**config.mk**
```make
export PLATFORM = sky130hd
export DESIGN_NAME = instr_fetch_unit
export DESIGN_NICKNAME = d
export VERILOG_FILES = /design/src/rtl/instr_fetch_unit.sv
export SDC_FILE = /design/constraint.sdc
export NUM_CORES = 1
export LEC_CHECK = 0
export CAP_MARGIN = 20
export CORE_AREA = 2 2 94 187
export DETAILED_ROUTE_END_ITERATION = 10
export DIE_AREA = 0 0 96 189
export PLACE_DENSITY = 0.76
export REMOVE_ABC_BUFFERS = 1
export SYNTH_ARGS = -nofsm -noshare
export SYNTH_HDL_FRONTEND = slang
export SYNTH_SLANG_ARGS = --single-unit
```
**constraint.sdc**
```tcl
create_clock -name clk -period 3.9 [get_ports clk]
set_clock_uncertainty 0.15 [all_clocks]
set_input_delay 0.78 -clock clk [delete_from_list [all_inputs] [get_ports clk]]
set_output_delay 0.78 -clock clk [all_outputs]
set_load 0.02 [all_outputs]
```
**src/rtl/instr_fetch_unit.sv**
```systemverilog
// instr_fetch_unit: program counter and instruction-fetch stage.
// The fetch engine alternates between FETCH (request the word at pc and wait for
// ack) and HOLD (present the instruction until the datapath retires it). On
// retirement it advances pc to the sequential, branch or jump target.
module instr_fetch_unit #(
  parameter logic [31:0] RESET_PC = 32'h0000_0000
) (
  input  logic        clk,
  input  logic        rst,
  output logic        imem_req,
  output logic [31:0] imem_addr,
  input  logic        imem_ack,
  input  logic [31:0] imem_rdata,
  output logic [31:0] instr,
  output logic        instr_valid,
  output logic [31:0] pc_out,
  output logic [31:0] pc_plus4,
  input  logic        exec_done,
  input  logic        branch_eq,
  input  logic        branch_ne,
  input  logic        jump,
  input  logic        zero,
  output logic [31:0] instr_count
);

  typedef enum logic [1:0] {
    S_RESET = 2'd0,
    S_FETCH = 2'd1,
    S_HOLD  = 2'd2
  } state_t;

  state_t      state_q;
  logic [31:0] pc_q;
  logic [31:0] instr_q;
  logic        instr_valid_q;
  logic [31:0] instr_count_q;

  logic [31:0] pc_plus4_d;
  logic [31:0] branch_off_d;
  logic [31:0] jump_target_d;
  logic        branch_taken_d;
  logic [31:0] next_pc_d;

  // Memory request is decoded straight from the state so it drops the same
  // cycle the instruction is captured; the address is always the current pc.
  assign imem_req    = (state_q == S_FETCH);
  assign imem_addr   = pc_q;
  assign pc_out      = pc_q;
  assign pc_plus4    = pc_plus4_d;
  assign instr       = instr_q;
  assign instr_valid = instr_valid_q;
  assign instr_count = instr_count_q;

  // Next-PC selection: jump beats any branch; an illegal eq+ne decode simply
  // takes the branch since one of the two conditions is always true.
  always_comb begin
    pc_plus4_d     = pc_q + 32'd4;
    branch_off_d   = {{14{instr_q[15]}}, instr_q[15:0], 2'b00};
    jump_target_d  = {pc_plus4_d[31:28], instr_q[25:0], 2'b00};
    branch_taken_d = (branch_eq & zero) | (branch_ne & ~zero);
    next_pc_d      = pc_plus4_d;
    if (jump) begin
      next_pc_d = jump_target_d;
    end else if (branch_taken_d) begin
      next_pc_d = pc_plus4_d + branch_off_d;
    end
  end

  // Fetch/hold state machine with all architectural state registered here.
  always_ff @(posedge clk) begin
    if (rst) begin
      state_q       <= S_RESET;
      pc_q          <= RESET_PC;
      instr_q       <= 32'd0;
      instr_valid_q <= 1'b0;
      instr_count_q <= 32'd0;
    end else begin
      case (state_q)
        S_RESET: begin
          state_q <= S_FETCH;
        end
        S_FETCH: begin
          // pc is left untouched here so the address stays stable across wait states.
          if (imem_ack) begin
            instr_q       <= imem_rdata;
            instr_valid_q <= 1'b1;
            state_q       <= S_HOLD;
          end
        end
        S_HOLD: begin
          if (exec_done) begin
            pc_q          <= {next_pc_d[31:2], 2'b00};
            instr_valid_q <= 1'b0;
            instr_count_q <= instr_count_q + 32'd1;
            state_q       <= S_FETCH;
          end
        end
        default: begin
          state_q <= S_RESET;
        end
      endcase
    end
  end

endmodule

```
# --- Word-level counts from Yosys, hierarchy flattened ---
# Index checks and enable logic that the tools add are counted.
classes:
  addsub: 3
  n_eq_ne: 4
  mux: 8
  bitwise: 4
  n_reduce_logical: 6
op_table:
  columns: ["op", "n"]
  rows:
  - ["$mux 32", 2]
  - ["$add 32x1->32 const B", 1]
  - ["$add 32x3->32 const B", 1]
  - ["$add 32x32->32", 1]
  - ["$pmux 2 s3", 1]
  - ["$reduce_and 2->1", 3]
  - ["$mux 2", 2]
  - ["$reduce_and 3->1", 1]
  - ["$and 1x1->1", 2]
  - ["$eq 2x1->1 const B", 1]
  - ["$eq 2x2->1 const B", 1]
  - ["$logic_not 2->1", 1]
  - ["$mux 1", 2]
  - ["$ne 2x1->1 const B", 1]
  - ["$ne 2x2->1 const B", 1]
  - ["$pmux 1 s2", 1]
  - ["$reduce_bool 2->1", 1]
  - ["$not 1->1", 1]
  - ["$or 1x1->1", 1]
totals:
  ff_bits: 97
  out_inout_bits: 162

# --- Logic depth before layout (Yosys ltp) ---
# Gate-level depths: netlist of run 1.
depth:
  ltp_word: 5
  mapped_depth: 16
  ltp_nobuf: 16

# --- Worst setup path before layout of run 1 ---
# Ideal clock, no wire load.
synth_timing:
  path_kind: "reg-to-reg"
  start: "reg pc_q[2], in the netlist imem_addr[2]"
  end: "reg pc_q[31], in the netlist imem_addr[31]"
  setup_ns: 0.120
  arrival_ns: 3.891
  setup_slack_ns: -0.261
  path_stages_with_launch: 16
  path_cell_list: "dfxtp_1 ha_1 and4_1 nand2_1 or4_4 nor2_4 nand2_1 xnor2_1 ha_1 a21oi_1 o21ai_0 a21o_1 a22o_1 a31oi_1 nor4b_1 a211o_1"
synth_between:
  elab_chain_cells: 4
synth_rtl:
  columns: ["item", "line_no", "source"]
  rows:
  - ["from (decl)", "33", "logic [31:0] pc_q;"]
  - ["from (signal assigned)", "92", "pc_q <= {next_pc_d[31:2], 2'b00};"]
  - ["$add 32x3->32", "57", "pc_plus4_d = pc_q + 32'd4;"]
  - ["net pc_plus4[26]", "17", "output logic [31:0] pc_plus4,"]
  - ["$add 32x32->32", "65", "next_pc_d = pc_plus4_d + branch_off_d;"]
  - ["$mux 32", "64", "end else if (branch_taken_d) begin"]
  - ["$mux 32", "62", "if (jump) begin"]
# The timed path passes the listed nets, and every way through them passes these cells.
# A chain may end at the register's enable or synchronous reset.

# --- Worst setup path after layout of run 1 ---
layout_timing:
  start: "reg pc_q[5], in the netlist imem_addr[5]"
  end: "out pc_plus4[21]"
layout_between:
  elab_chain_cells: 1
layout_rtl:
  columns: ["item", "line_no"]
  rows:
  - ["$add 32x3->32", "57"]
  - ["to (decl)", "17"]
# No other way between the ends.

==> results of run 1 <==
## Yosys cell counts (3+ instances only)
master,count,share of area
nand2_1,147,0.084
dfxtp_1,97,0.29
a21oi_1,78,0.059
nor2_1,75,0.043
xor2_1,41,0.054
buf_4,37,0.042
ha_1,37,0.070
o21ai_0,37,0.028
clkbuf_1,32,0.018
nand3_1,31,0.024
xnor2_1,31,0.041
a21o_1,22,0.025
inv_1,15,0.0085
nand4_1,15,0.014
or3_1,15,0.014
and3_1,14,0.013
o211ai_1,14,0.016
a211oi_1,7,0.0080
a221oi_1,7,0.0093
and2_1,7,0.0066
nor3_1,7,0.0053
nor2b_1,6,0.0057
a31oi_1,5,0.0047
and4_1,5,0.0066
mux2i_1,5,0.0076
o21a_1,5,0.0057
a311oi_1,4,0.0053
nor3b_1,4,0.0046
o21ai_1,4,0.0030
o21bai_1,4,0.0046
nand2b_1,3,0.0028
nor4_1,3,0.0028
o31ai_1,3,0.0034
## power groups by stage
stage / Clock (W) / Sequential (W) / Combinational [W]
after floorplan: 0 / 0.00109 / 0.000144
after global placement: 0 / 0.00106 / 0.000380
after global routing: 0.000937 / 0.00104 / 0.000416
after detailed placement: 0 / 0.00106 / 0.000382
final: 0.000891 / 0.00104 / 0.000388
after CTS: 0.000906 / 0.00104 / 0.000384
## state kept, by name, indices dropped and copies added, names as in the netlist
| signal | cells |
|---|---|
| imem_addr | 30 |
| instr | 32 |
| instr_count | 32 |
| instr_valid | 1 |
| state_q | 2 |
## cells by family after synthesis
| logic type | after synthesis |
|---|---|
| AND/OR/NAND/NOR | 343 |
| adder cells (fa/ha/maj) | 38 |
| flip-flops | 97 |
| XOR/XNOR | 72 |
| buffers and inverters | 85 |
| other | 1 |
| multiplexers | 6 |
| AO/OA/AOI/OAI | 218 |
## cells in the final DEF (no fill, tap or decap), types with 4 or more instances in the layout
| master | netlist | final |
|---|---|---|
| o21ai_1 | 4 | 5 |
| nor2_1 | 75 | 73 |
| clkbuf_16 | 0 | 9 |
| inv_1 | 15 | 15 |
| xnor2_1 | 31 | 29 |
| xor2_1 | 41 | 38 |
| dfxtp_1 | 97 | 93 |
| ha_1 | 37 | 34 |
| and2_1 | 7 | 7 |
| nor3_1 | 7 | 7 |
| nor3b_1 | 4 | 4 |
| conb_1 | 1 | 6 |
| and3_1 | 14 | 14 |
| clkdlybuf4s50_1 | 0 | 191 |
| nand2_1 | 147 | 147 |
| mux2i_1 | 5 | 4 |
| a21oi_1 | 78 | 77 |
| a211oi_1 | 7 | 7 |
| a21o_1 | 22 | 22 |
| a311oi_1 | 4 | 4 |
| buf_4 | 37 | 72 |
| a31oi_1 | 5 | 5 |
| dfxtp_2 | 0 | 4 |
| o21a_1 | 5 | 5 |
| nand4_1 | 15 | 15 |
| a221oi_1 | 7 | 7 |
| or3_1 | 15 | 15 |
| o21bai_1 | 4 | 4 |
| nand3_1 | 31 | 31 |
| o211ai_1 | 14 | 14 |
| nor2b_1 | 6 | 6 |
| and4_1 | 5 | 4 |
| o21ai_0 | 37 | 35 |
## final cells by class
type                    count  area (sq um)
multi-input cells         683          4290
clock inverters             7          60.1
repair buffers            267          2490
clock buffers               9           225
inverters                  15          56.3
well taps                 207           259
fillers                  1557          7360
flip-flops and latches     97          1950
## final timing paths
| path | from | end | cells after the start |
|---|---|---|---|
| worst max-delay path | imem_addr[5] | pc_plus4[21] | 8 |
| worst min-delay path | instr_valid | instr_valid | 2 |
| worst max register to register | imem_addr[5] | imem_addr[23] | 15 |
| worst min register to register | instr_valid | instr_valid | 2 |
## worst reg2reg max path, cell delays in order, from the launching register on
cell and delay, ns:
dfxtp_2 0.39, nand3_1 0.10, or2_2 0.35, nor2b_1 0.15, xor2_1 0.29, ha_1 0.30, or3_1 0.32, o211ai_1 0.14
a21boi_2 0.11, a221oi_1 0.35, buf_4 0.20, o21ai_1 0.09, a21oi_1 0.16, buf_4 0.17, mux2i_1 0.20, o221a_2 0.20
## per-layer routing
metal  vias up  track usage  routed length (um)
met3        87       0.0481                1220
met2       279        0.480               12800
met5         -            0                   0
met1      3357        0.253                8120
met4         0        0.168                1570
li1       3428            -                   -
## metrics by stage
stage	std cells	total power, W
floorplan	795	0.00123
global placement	1266	0.00144
detailed placement	1266	0.00144
CTS	1284	0.00233
global route	1285	0.00240
finish	1285	0.00232
## timing repair
action	4_1_cts	5_1_grt
endpoints found under the setup margin	5	16
buffers inserted	2	1
pin swaps	1	5
resized for setup	4	21
==> flow_summary.yaml, run 1 <==
setup_path:
  critPathTopFamily: "simple AND/OR/NAND/NOR gates"
  max_stage_delay_ns: 0.61
  end_kind: "output port"
  worstSetupPathType: "register to output port"
  crit_buf_inv: 2
  crit_arrival_ns: 2.85
  critPathLaunchType: "register"
  required_ns: 2.97
  r2r_slack_ns: 0.19
  slowest_stage: "clkdlybuf4s50_1"
  cp_max_fo: 7
  crit_chain: "nand3_1, or3_1, nor2_2, nand2_1, nor2_1, xor2_1, buf_4, clkdlybuf4s50_1"
sta:
  min_period_over_period: 0.969
  period_minus_slack_ns: 3.78
  final-setup-viol-count: 0
  setup_tns_ns: 0
  worst_pin_slew_ns: 0.775
  slew_violations: 0
  max-slew-margin-rel: 0.482
  hold_viol_final: 0
  timing.fmax_mhz: 265
  timing.hold.ws_ns: 0.305
  fin_ws_ns: 0.120
drt:
  ant_nets: 0
  drt_first_pass_iters: 5
  drtIter0Drc: 278
  wl_per_cell_um: 18.5
  drc: 0
  viasPerCell: 5.56
  wirelength_um: 23700
  vias: 7151
synthesis:
  seq_area_frac_synth: 0.295
  synth_cell_types: 65
  ys.flop_type: "dfxtp_1"
  synth_enable_flop_cells: 0
  synthAdderAreaFrac: 0.0733
  synthSimpleGateAreaFrac: 0.245
  synth_mux_area_frac: 0.00930
  synthCells: 860
  synth-compound-area-share: 0.212
  ys_async_sr_fraction: 0
  synth_seq_cells: 97
  synth_top_family_by_area: "simple AND/OR/NAND/NOR gates"
  synth.avg_cell_area_sq_um: 7.66
  yosysWarnings: 0
  syn-cell-area_sq_um: 6590
  synth_xor_area_frac: 0.0957
cts:
  htree_levels: 3
  clk_latency_ns: 0.35
  ctsHoldBuffers: 0
  clk_path_buf_depth: 2
  cts-root-buf: "clkbuf_16"
  cts_buffers: 9
  cts.clk_slew.worst_paths_ns: 0.08
  cts_num_sinks: 97
  cts_tree: "built"
die:
  die_x_um: 96
  initial_core_util: 0.395
  coreArea_sq_um: 16700
  pin_count: 202
  die_y_um: 189
  core.rowCount: 67
  dieArea_sq_um: 18100
placement:
  dp_hpwl_um: 18100
  port_buffers: 195
  post-place-ws_ns: 0.00588
  gp_congestion: 0.965
  place_area_sq_um: 8940
power:
  power_frac_seq: 0.448
  p_sw_w: 0.000692
  comb_power_share: 0.167
  vdd_drop_max_v: 0.000196
  leakagePower_nw: 3.79
  internal_power_w: 0.00163
  p_per_area_nw_per_um2: 249
  clkPwrFrac: 0.384
  power_switching_share: 0.298
cells_and_area:
  stdcell_area_sq_um: 9320
  utilization: 0.559
  diodes: 0
  syn2layout_area_growth_pct: 41.5
  nNetsFinal: 1151
  drive_above_1_share: 0.114
status:
  status: "finished clean"
global_route:
  grt_start_max_net_pins: 59
  grt_pass1_vias: 7189
  grt_pass1_wl_um: 36900
  grt-ovfl-total: 0
  antenna_found_initial: 0
  track_usage: 0.261
hold_path:
  hold_class: "register to register"
run:
  max_cap_violations: 0
No activity file was read; power rests on OpenSTA's default activity.
==> run 2, diff against run 1 <==
Settings changed: CELL_PAD_IN_SITES_DETAIL_PLACEMENT from default to 1, CELL_PAD_IN_SITES_GLOBAL_PLACEMENT from default to 1, CORE_AREA 2 2 94 187 to 2 2 102 202, DIE_AREA 0 0 96 189 to 0 0 104 204, PLACE_DENSITY 0.76 to 0.87.
==> run 2 against run 1 <==
Final area grew 3.7%. Non-clock buffer count increased by 24. First-iteration DRC count shrank 11%. Highest routed layer unchanged. Maximum frequency decreased by 1.6%. Combinational power increased by 5.7%. Final cell count increased by 6.1%.
==> flow_summary.yaml, run 2 (same netlist as run 1, synthesis figures left out) <==
cts:
  cts_tree: "built"
  htree_levels: 3
  cts.clk_slew.worst_paths_ns: 0.08
  clk_path_buf_depth: 2
  clk_latency_ns: 0.36
  cts-root-buf: "clkbuf_16"
  ctsHoldBuffers: 0
  cts_num_sinks: 97
  cts_buffers: 9
setup_path:
  slowest_stage: "or4_4"
  cp_max_fo: 5
  required_ns: 4.01
  crit_arrival_ns: 3.95
  end_kind: "register"
  max_stage_delay_ns: 0.54
  crit_chain: "ha_1, and4_1, buf_4, nand2_1, or4_4, nor2_2, xor2_1, ha_1, a21o_1, a21o_1, a21o_1, a21o_1, a21oi_1, o21ai_0, a31oi_1, o32a_1, nand2_1"
  worstSetupPathType: "register to register"
  critPathLaunchType: "register"
  cp_common_cell: "a21o_1"
global_route:
  grt-ovfl-total: 0
  track_usage: 0.259
  grt_start_max_net_pins: 88
  antenna_found_initial: 0
  grt_pass1_vias: 8149
  grt_pass1_wl_um: 42900
sta:
  final-setup-viol-count: 0
  worst_pin_slew_ns: 0.783
  min_period_over_period: 0.985
  setup_tns_ns: 0
  max-slew-margin-rel: 0.477
  rsz0062_at_grt: "true"
  period_minus_slack_ns: 3.84
  fin_ws_ns: 0.0595
  timing.fmax_mhz: 260
  slew_violations: 0
  hold_viol_final: 0
die:
  coreArea_sq_um: 19700
  initial_core_util: 0.334
  dieArea_sq_um: 21200
  pin_count: 202
  die_x_um: 104
  die_y_um: 204
  core.rowCount: 73
placement:
  dp_hpwl_um: 21800
  place_area_sq_um: 9170
  post-place-ws_ns: 0.0211
  port_buffers: 195
  gp_congestion: 1.02
drt:
  drc: 0
  wl_per_cell_um: 20.7
  ant_nets: 0
  vias: 7536
  wirelength_um: 28200
  drt_first_pass_iters: 4
  viasPerCell: 5.53
  drtIter0Drc: 247
power:
  p_per_area_nw_per_um2: 248
  comb_power_share: 0.170
  leakagePower_nw: 3.98
  clkPwrFrac: 0.397
  power_frac_seq: 0.433
  internal_power_w: 0.00171
  p_sw_w: 0.000695
  power_switching_share: 0.289
  vdd_drop_max_v: 0.000251
cells_and_area:
  syn2layout_area_growth_pct: 46.8
  regArea_sq_um: 1940
  multiInputGateArea_sq_um: 4370
  drive_above_1_share: 0.144
  fillerInstances: 2465
  stdcell_area_sq_um: 9670
  layout_commonest_cell: "clkdlybuf4s50_1"
  final_cell_mix: "clkdlybuf4s50_1, nand2_1, buf_4"
  nNetsFinal: 1175
  diodes: 0
hold_path:
  hold_class: "register to register"
run:
  max_cap_violations: 0
status:
  status: "finished clean"
## run 2: what timing repair did
action | 4_1_cts | 5_1_grt
gates resized for setup | 7 | 31
endpoints found under the setup margin | 10 | 14
pin swaps | 1 | 10
setup buffers | 1 | 5
## run 2: worst paths after layout
kind	slack, ns	startpoint	depth (start not counted)	end
worst max register to register	0.06	imem_addr[3]	17	imem_addr[29]
worst min register to register	0.31	instr[28]	2	instr[28]
worst max-delay path	0.06	imem_addr[3]	17	imem_addr[29]
worst min-delay path	0.31	instr[28]	2	instr[28]
## run 2: through the flow
stage / util / total power, W / hold slack (ns) / std cells
after CTS: 0.481 / 0.00241 / 0.316 / 1358
after detailed placement: 0.465 / 0.00146 / 0.302 / 1342
after global routing: 0.490 / 0.00249 / 0.337 / 1363
final: 0.490 / 0.00240 / 0.313 / 1363
after floorplan: - / 0.00123 / 0.374 / 795
after global placement: 0.465 / 0.00146 / 0.291 / 1342
## run 2: routing by layer
layer  global-route usage  up-vias  part of all wire
met5                    0        -                 0
met4                0.194        0             0.075
met3               0.0469      117             0.047
met2                0.512      270              0.56
met1                0.224     3682              0.32
li1                     -     3467                 -
## run 2: final cells by class
cell class	count	area share
Sequential cell	97	0.201
Tap cell	262	0.0339
Clock buffer	10	0.0247
Timing Repair Buffer	291	0.276
Inverter	15	0.00582
Clock inverter	5	0.00673
Multi-Input combinational cell	683	0.452
## run 2: power by group through the flow
stage | Combinational, W | Clock, W | Sequential (W)
after floorplan | 0.000144 | 0 | 0.00109
after global placement | 0.000395 | 0 | 0.00106
after detailed placement | 0.000402 | 0 | 0.00106
after CTS | 0.000405 | 0.000969 | 0.00104
after global routing | 0.000438 | 0.00101 | 0.00104
final | 0.000410 | 0.000953 | 0.00104
## run 2: critical path, delay by kind of cell (launching register included)
kind / cells / cell delay (ns)
adders and majority gates: 2 / 0.48
AOI/OAI and AO/OA: 8 / 1.38
buffers and inverters: 1 / 0.14
xor gates and xnor gates: 1 / 0.20
DFF: 1 / 0.36
and+or+nand+nor: 5 / 1.03
